File: config.mk
export PLATFORM = sky130hd
export DESIGN_NAME = ctrl_alarma_temp
export DESIGN_NICKNAME = d
export VERILOG_FILES = /design/src/rtl/ctrl_alarma_temp_pkg.sv /design/src/rtl/ctrl_alarma_temp_sincronizador.sv /design/src/rtl/ctrl_alarma_temp.sv
export SDC_FILE = /design/constraint.sdc
export NUM_CORES = 1
export LEC_CHECK = 0
export CORE_UTILIZATION = 48
export DETAILED_ROUTE_END_ITERATION = 8
export PLACE_DENSITY_LB_ADDON = 0.1
export SLEW_MARGIN = 5
export SYNTH_ARGS = -nofsm -noshare
export SYNTH_HDL_FRONTEND = slang
export SYNTH_HIERARCHICAL = 1
export SYNTH_SLANG_ARGS = --single-unit
File: constraint.sdc
create_clock -name clk -period 5 [get_ports clk]
set_input_delay 1 -clock clk [delete_from_list [all_inputs] [get_ports clk]]
set_output_delay 1 -clock clk [all_outputs]
set_load 0.05 [all_outputs]
File: src/rtl/ctrl_alarma_temp_pkg.sv
// ctrl_alarma_temp_pkg: state codes and counter-width helper shared by the
// temperature alarm controller and its testbench.
package ctrl_alarma_temp_pkg;

    typedef enum logic [1:0] {
        REPOSO     = 2'b00,
        VALIDANDO  = 2'b01,
        ALARMA     = 2'b10,
        SILENCIADO = 2'b11
    } estado_t;

    // Never returns zero, so a parameter of 1 still yields a legal vector.
    function automatic int ancho(input int n);
        return (n < 2) ? 1 : $clog2(n);
    endfunction

endpackage

File: src/rtl/ctrl_alarma_temp_sincronizador.sv
// sincronizador: two-flop synchroniser for an asynchronous level, reset to 0.
module sincronizador (
    input  logic clk,
    input  logic reset,
    input  logic d,
    output logic q
);

    logic s1_q, s2_q;

    always_ff @(posedge clk or posedge reset) begin
        if (reset) begin
            s1_q <= 1'b0;
            s2_q <= 1'b0;
        end else begin
            s1_q <= d;
            s2_q <= s1_q;
        end
    end

    assign q = s2_q;

endmodule

File: src/rtl/ctrl_alarma_temp.sv
// ctrl_alarma_temp: filters the preventive temperature flag, confirms a sustained
// over-temperature, drives buzzer and blinking LED, and mutes on acknowledge.
module ctrl_alarma_temp
    import ctrl_alarma_temp_pkg::*;
#(
    parameter int FILTRO          = 4,
    parameter int PERIODO         = 8,
    parameter int TIEMPO_SILENCIO = 32
) (
    input  logic       clk,
    input  logic       reset,
    input  logic       temp_preven,
    input  logic       boton_ack,
    output logic       buzzer,
    output logic       led_alarma,
    output logic       alarma_activa,
    output logic [1:0] estado
);

    localparam int CW = ancho(FILTRO);
    localparam int PW = ancho(PERIODO);
    localparam int TW = ancho(TIEMPO_SILENCIO);
    localparam logic [CW-1:0] F_MAX = CW'(FILTRO - 1);
    localparam logic [PW-1:0] P_MAX = PW'(PERIODO - 1);
    localparam logic [TW-1:0] T_MAX = TW'(TIEMPO_SILENCIO - 1);

    logic t_s, a_s, ack_p;
    logic a_s_d_q, a_s_d_d;
    estado_t estado_q, estado_d;
    logic [CW-1:0] cnt_q, cnt_d;
    logic [PW-1:0] parp_q, parp_d;
    logic [TW-1:0] tmr_q, tmr_d;
    logic buzzer_q, buzzer_d, led_q, led_d, activa_q, activa_d;

    sincronizador u_sinc_temp (.clk(clk), .reset(reset), .d(temp_preven), .q(t_s));
    sincronizador u_sinc_ack  (.clk(clk), .reset(reset), .d(boton_ack),   .q(a_s));

    assign ack_p = a_s & ~a_s_d_q;

    // Outputs are derived from the next state so they are registered with it.
    always_comb begin
        a_s_d_d  = a_s;
        estado_d = estado_q;
        cnt_d    = cnt_q;
        parp_d   = '0;
        tmr_d    = '0;
        led_d    = 1'b0;
        case (estado_q)
            REPOSO: begin
                if (t_s) begin
                    estado_d = VALIDANDO;
                    cnt_d    = CW'(1);
                end
            end
            VALIDANDO: begin
                if (!t_s) begin
                    estado_d = REPOSO;
                    cnt_d    = '0;
                end else if (cnt_q == F_MAX) begin
                    estado_d = ALARMA;
                    cnt_d    = '0;
                    led_d    = 1'b1;
                end else begin
                    cnt_d = cnt_q + 1'b1;
                end
            end
            ALARMA: begin
                // Clear completion outranks a simultaneous acknowledge.
                if (!t_s && cnt_q == F_MAX) begin
                    estado_d = REPOSO;
                    cnt_d    = '0;
                end else if (ack_p) begin
                    estado_d = SILENCIADO;
                    cnt_d    = '0;
                    led_d    = 1'b1;
                end else begin
                    cnt_d  = t_s ? '0 : cnt_q + 1'b1;
                    parp_d = (parp_q == P_MAX) ? '0 : parp_q + 1'b1;
                    led_d  = (parp_q == P_MAX) ? ~led_q : led_q;
                end
            end
            SILENCIADO: begin
                led_d = 1'b1;
                if (tmr_q == T_MAX) begin
                    if (t_s) estado_d = ALARMA;
                    else     estado_d = REPOSO;
                    led_d = t_s;
                end else begin
                    tmr_d = tmr_q + 1'b1;
                end
            end
        endcase
        buzzer_d = (estado_d == ALARMA);
        activa_d = (estado_d == ALARMA) || (estado_d == SILENCIADO);
    end

    always_ff @(posedge clk or posedge reset) begin
        if (reset) begin
            a_s_d_q  <= 1'b0;
            estado_q <= REPOSO;
            cnt_q    <= '0;
            parp_q   <= '0;
            tmr_q    <= '0;
            buzzer_q <= 1'b0;
            led_q    <= 1'b0;
            activa_q <= 1'b0;
        end else begin
            a_s_d_q  <= a_s_d_d;
            estado_q <= estado_d;
            cnt_q    <= cnt_d;
            parp_q   <= parp_d;
            tmr_q    <= tmr_d;
            buzzer_q <= buzzer_d;
            led_q    <= led_d;
            activa_q <= activa_d;
        end
    end

    assign estado        = estado_q;
    assign buzzer        = buzzer_q;
    assign led_alarma    = led_q;
    assign alarma_activa = activa_q;

endmodule
==> run metrics, run 1 <==
Die Height=47.2 microns; final wirelength=1550 microns; critical path peak fanout=9; Hold Path Class=reg -> reg; initial core utilization=0.540; top_reg_cell synth=dfrtp_1; Ant. Diodes=0; Vias/cell=5.39; clk slew on worst S/H paths=0.11 ns; Warnings, synthesis=6; Mapped Cells=89; Vias=663; Max Slew Vio Count=0; Rel. slew slack=0.622; Cell Rows=15; Yosys top cell area share=0.484; synthesized flop and latch total=19; category of the critical setup timing path=reg -> out; dominant cells by area after synthesis=dfrtp_1, ha_1, a21oi_1; Max-cap violations=0; arrival time worst endpoint=1.68 ns; Bufs and invs on worst path=1; outcome=complete, no violations; Setup crit end kind=primary output; fin crit share=0.536; clk buf depth=2; Post-Layout Cell Count=123; nets@finish=115; Worst Tran Pin Value=0.566 ns; Worst EP required=4.00 ns; Mapped Nets=105; Power per Cell Area=490 nW/um^2; total track usage=0.182; Netlist cell types=33; remaining global-route overflow=0; HP Start=u_sinc_ack/s1_q$_DFF_PP0_; Post-Place Cells=119; wire per inst=12.6 microns; layout cells sized above 1=0.0918; total chip power=537 uW; clk_lat worst skew=0.30 ns; TritonRoute pass-1 iters=4; filler cell count=162; clk sinks=19; P&R area growth vs syn=11.7%; DP HPWL=1190 microns; RR Startpoint=tmr_q[0]$_DFF_PP0_; largest net degree at the start of global routing=16; hold slack=0.364 ns; TritonCTS clock tree=done; final core utilization=0.603; Synth Cell Area=982 sq um; clock skew=0.00747 ns; r2r endpoint=led_alarma$_DFFE_PP0P_; io pins=9; total core area=1820 sq um; DIE AREA=2230 sq um; PortBufs=8; TritonCTS Buffers=3; Max IR drop VDD=336 uV; initial antenna violation count=0; worst-case hold path end point=u_sinc_ack/q$_DFF_PP0_; Worst path max stage delay=0.86 ns; DRC viols=0; H-tree depth=1; CP top delay family=buffers and inverters; hold path cells=0; Reg2Reg Depth=6; GP Congestion=0.848; Startpoint Class=flop; Leak Pwr=0.526 nW; first-pass GRT wire length=2710 microns; Max Clock Freq=373 MHz; TNS Setup=0 ns; Post-synth EDFFs=0; reg2reg setup slack=3.22 ns; final setup fails=0; RSZ-0062 raised after global routing=false; CP max-delay cell=clkdlybuf4s50_1; Final ANT Viol Nets=0; Chip Width=47.2 microns; biggest area consumer among synthesized cells=dfrtp_1; First DRT Iteration DRCs=21; Post-CTS Setup Bufs=0; post-layout min period=2.68 ns; Critical Path, Cell by Cell=clkdlybuf4s50_1; hold violation count in the final report=0; Syn Area/Cell=11.0 sq um; hold_buf cts=0; asr flop ratio synth=1.00; post-cts resize count=0; Root Buffer=clkbuf_4; vias in the first global route=589; register area share after synthesis=0.484
-- worst max-delay path by stage --
stage | start | end | depth (start not counted) | slack (ns)
detailed placement | estado[1]$_DFF_PP0_ | alarma_activa | 1 | 2.66
global route | estado[1]$_DFF_PP0_ | estado[1] | 1 | 2.26
floorplan | estado[1]$_DFF_PP0_ | estado[1] | 1 | 2.98
global placement | estado[1]$_DFF_PP0_ | alarma_activa | 1 | 2.69
CTS | estado[1]$_DFF_PP0_ | alarma_activa | 1 | 2.30
finish | estado[1]$_DFF_PP0_ | alarma_activa | 1 | 2.32
-- stage by stage --
stage	setup WS (ns)	cell area [sq um]
floorplan	2.98	982
global placement	2.69	1070
detailed placement	2.66	1070
CTS	2.30	1100
global route	2.26	1100
finish	2.32	1100
-- cells in the final DEF (no fill, tap or decap), types with 2 or more instances in the layout --
master            n
nor2b_1           2
nor3b_1           2
a21oi_1           6
o21ai_0           2
clkdlybuf4s50_1   8
clkbuf_4          3
inv_1             7
dfrtp_1          19
nor3_1            2
nor2_1            3
inv_2             2
nand2b_1          3
a31oi_1           3
ha_1             12
and2_1            3
nand2_1           4
-- cell usage after synthesis, types with 2 or more instances --
cell / n
inv_2: 2
nor2_1: 3
o21ai_0: 2
nor3_1: 2
and2_1: 3
a21oi_1: 6
a31oi_1: 3
nand2b_1: 3
nor2b_1: 2
nor3b_1: 2
nand2_1: 4
ha_1: 12
inv_1: 7
dfrtp_1: 19
-- report_power, final --
| part | internal, mW | switching [mW] |
|---|---|---|
| combinational | 0.0929 | 0.162 |
| clock | 0.0298 | 0.0460 |
| sequential | 0.179 | 0.0267 |
| total | 0.302 | 0.235 |
-- registers in the layout (all words and copies together) (netlist names) --
signal	cells
u_sinc_ack/q	1
u_sinc_temp/q	1
a_s_d_q	1
u_sinc_ack/s1_q	1
u_sinc_temp/s1_q	1
estado	2
parp_q	3
buzzer	1
cnt_q	2
tmr_q	5
led_alarma	1
-- layer usage --
| layer | global-route usage | share of wire | vias up |
|---|---|---|---|
| li1 | - | - | 328 |
| met1 | 0.243 | 0.50 | 319 |
| met2 | 0.274 | 0.46 | 14 |
| met3 | 0.0577 | 0.035 | 2 |
| met4 | 0.0686 | 0.0071 | 0 |
| met5 | 0 | 0 | - |
-- logic make-up (layout without fill, tap and decap cells) --
logic type | Yosys count | in the layout | share of synthesized area
compound gates | 20 | 20 | 0.150
simple gates | 24 | 24 | 0.136
xor+xnor | 2 | 2 | 0.0178
flops | 19 | 19 | 0.484
buf+inv | 12 | 21 | 0.0586
fa+ha+maj | 12 | 12 | 0.153
-- final cells by class --
class,instances,area (sq um),area share
clock buffers,3,22.5,0.0205
inverters,9,33.8,0.0308
well taps,25,31.3,0.0285
multi-input cells,58,449,0.409
flip-flops and latches,19,475,0.433
clock inverters,1,5.00,0.00456
repair buffers,8,80.1,0.0730
Power figures use the tool's default switching activity.
==> run 2: changes to the inputs <==
==> constraint.sdc (replaced) <==
create_clock -name clk -period 2.2 [get_ports clk]
set_input_delay 0.44 -clock clk [delete_from_list [all_inputs] [get_ports clk]]
set_output_delay 0.44 -clock clk [all_outputs]
set_load 0.05 [all_outputs]
==> run 2 against run 1 <==
Net effect:
- critical path depth is the same
- first-iteration DRC count shrank 29%
- highest routed layer unchanged
- largest cell class unchanged
- die area is the same
==> run metrics, run 2 (synthesis results as in run 1) <==
first-pass GRT wire length=2810 microns (was 2710 microns); final core utilization=0.603 (unchanged); RSZ-0062 raised after global routing=false (unchanged); Critical Path, Cell by Cell=clkdlybuf4s50_1 (unchanged); Worst EP required=1.76 ns (was 4.00 ns); Vias/cell=5.41 (was 5.39); total core area=1820 sq um (unchanged); wire per inst=13.5 microns (was 12.6 microns); TritonCTS Buffers=3 (unchanged); fin crit share=0.967; most frequent cells in the layout=dfrtp_1, ha_1, clkdlybuf4s50_1, inv_1, a21oi_1 (unchanged); final setup fails=0 (unchanged); Max Clock Freq=470 MHz; Root Buffer=clkbuf_4 (unchanged); Rel. slew slack=0.620 (was 0.622); Post-CTS Setup Bufs=0 (unchanged); Die Height=47.2 microns (unchanged); Ant. Diodes=0 (unchanged); Worst Tran Pin Value=0.569 ns (was 0.566 ns); Vias=666 (was 663); DIE AREA=2230 sq um (unchanged); Max IR drop VDD=877 uV (was 336 uV); CP max-delay cell=clkdlybuf4s50_1 (unchanged); remaining global-route overflow=0 (unchanged); First DRT Iteration DRCs=15 (was 21); Worst path max stage delay=0.86 ns (about the same); Leak Pwr=0.526 nW (unchanged); total track usage=0.186 (was 0.182); Reg with most FFs=tmr_q (unchanged); clk sinks=19 (unchanged); critical path peak fanout=9 (unchanged); hold_buf cts=0 (unchanged); nets@finish=115 (unchanged); post-layout min period=2.13 ns; DP HPWL=1230 microns (was 1190 microns); final wirelength=1660 microns (was 1550 microns); outcome=complete, no violations (unchanged); io pins=9 (unchanged); Max-cap violations=0 (unchanged); GP Congestion=0.826 (was 0.848); post-cts resize count=0 (unchanged); Cell Rows=15 (unchanged); register area=475 sq um (unchanged); hold violation count in the final report=0 (unchanged); TritonCTS clock tree=done (unchanged); clk_lat worst skew=0.31 ns (was 0.30 ns); Bufs and invs on worst path=1 (unchanged); PortBufs=8 (unchanged); CP top delay family=buffers and inverters (unchanged); Startpoint Class=flop (unchanged); Final ANT Viol Nets=0 (unchanged); clock skew=0.00539 ns (was 0.00747 ns); TNS Setup=0 ns (unchanged); arrival time worst endpoint=1.69 ns (was 1.68 ns); Chip Width=47.2 microns (unchanged); initial antenna violation count=0 (unchanged); largest registers=tmr_q (5), parp_q (3) (unchanged); vias in the first global route=647 (was 589); category of the critical setup timing path=reg -> out (unchanged); area of the multi-input gates=449 sq um (unchanged); Hold Path Class=in -> async (was reg -> reg); filler cell count=175 (was 162); clk buf depth=2 (unchanged); H-tree depth=1 (unchanged); initial core utilization=0.540 (unchanged); commonest non-fill, non-tap cell in the layout=dfrtp_1 (unchanged); clk slew on worst S/H paths=0.11 ns (about the same); Power per Cell Area=1120 nW/um^2 (was 490 nW/um^2); DRC viols=0 (unchanged); largest net degree at the start of global routing=16 (unchanged); Setup crit end kind=primary output (unchanged); P&R area growth vs syn=11.7% (unchanged); TritonRoute pass-1 iters=4 (unchanged); layout cells sized above 1=0.0918 (unchanged); Largest register FFs=5 (unchanged); Max Slew Vio Count=0 (unchanged)
-- run 2: worst register-to-register path, stage by stage, from the launching register on --
cell       delay, ns
dfrtp_1         0.41
ha_1            0.22
and3_1          0.21
ha_1            0.22
nor2b_1         0.15
a2111oi_2       0.34
a211o_1         0.14
-- run 2: area by class of cell --
type | count | share of cell area
clock inverters | 1 | 0.00456
multi-input cells | 58 | 0.409
inverters | 9 | 0.0308
flip-flops and latches | 19 | 0.433
well taps | 25 | 0.0285
repair buffers | 8 | 0.0730
clock buffers | 3 | 0.0205
-- run 2: metrics by stage --
step	hold WS (ns)	power (mW)	cell area, sq um	cells	worst slack, ns
6_report	0.331	1.23	1100	123	0.0734
5_1_grt	0.332	1.31	1100	123	0.0185
4_1_cts	0.317	1.24	1100	123	0.0713
3_5_place_dp	0.335	1.06	1070	119	0.442
3_3_place_gp	0.334	1.04	1070	119	0.438
2_1_floorplan	0.181	0.906	982	89	0.394
-- run 2: where the power goes --
| group | switching, mW | internal (mW) |
|---|---|---|
| Sequential | 0.0606 | 0.408 |
| Clock | 0.113 | 0.0680 |
| Combinational | 0.370 | 0.212 |
| Total | 0.544 | 0.687 |
-- run 2: worst paths after layout --
path	startpoint	to	slack [ns]	depth (start not counted)
max	estado[1]$_DFF_PP0_	alarma_activa	0.07	1
min	reset	u_sinc_temp/s1_q$_DFF_PP0_	0.33	2
max reg2reg	tmr_q[0]$_DFF_PP0_	led_alarma$_DFFE_PP0P_	0.46	6
min reg2reg	u_sinc_temp/s1_q$_DFF_PP0_	u_sinc_temp/q$_DFF_PP0_	0.36	0
max in group asynchronous	reset	tmr_q[0]$_DFF_PP0_	1.29	2
min in group clk	u_sinc_temp/s1_q$_DFF_PP0_	u_sinc_temp/q$_DFF_PP0_	0.36	0
-- run 2: layer usage --
| metal | GRT usage | vias to the layer above | wire length [microns] | share of wire |
|---|---|---|---|---|
| met5 | 0 | - | 0 | 0 |
| met4 | 0.103 | 0 | 25 | 0.015 |
| met3 | 0.0346 | 2 | 38 | 0.023 |
| met2 | 0.288 | 10 | 777 | 0.47 |
| met1 | 0.245 | 324 | 814 | 0.49 |
| li1 | - | 330 | - | - |
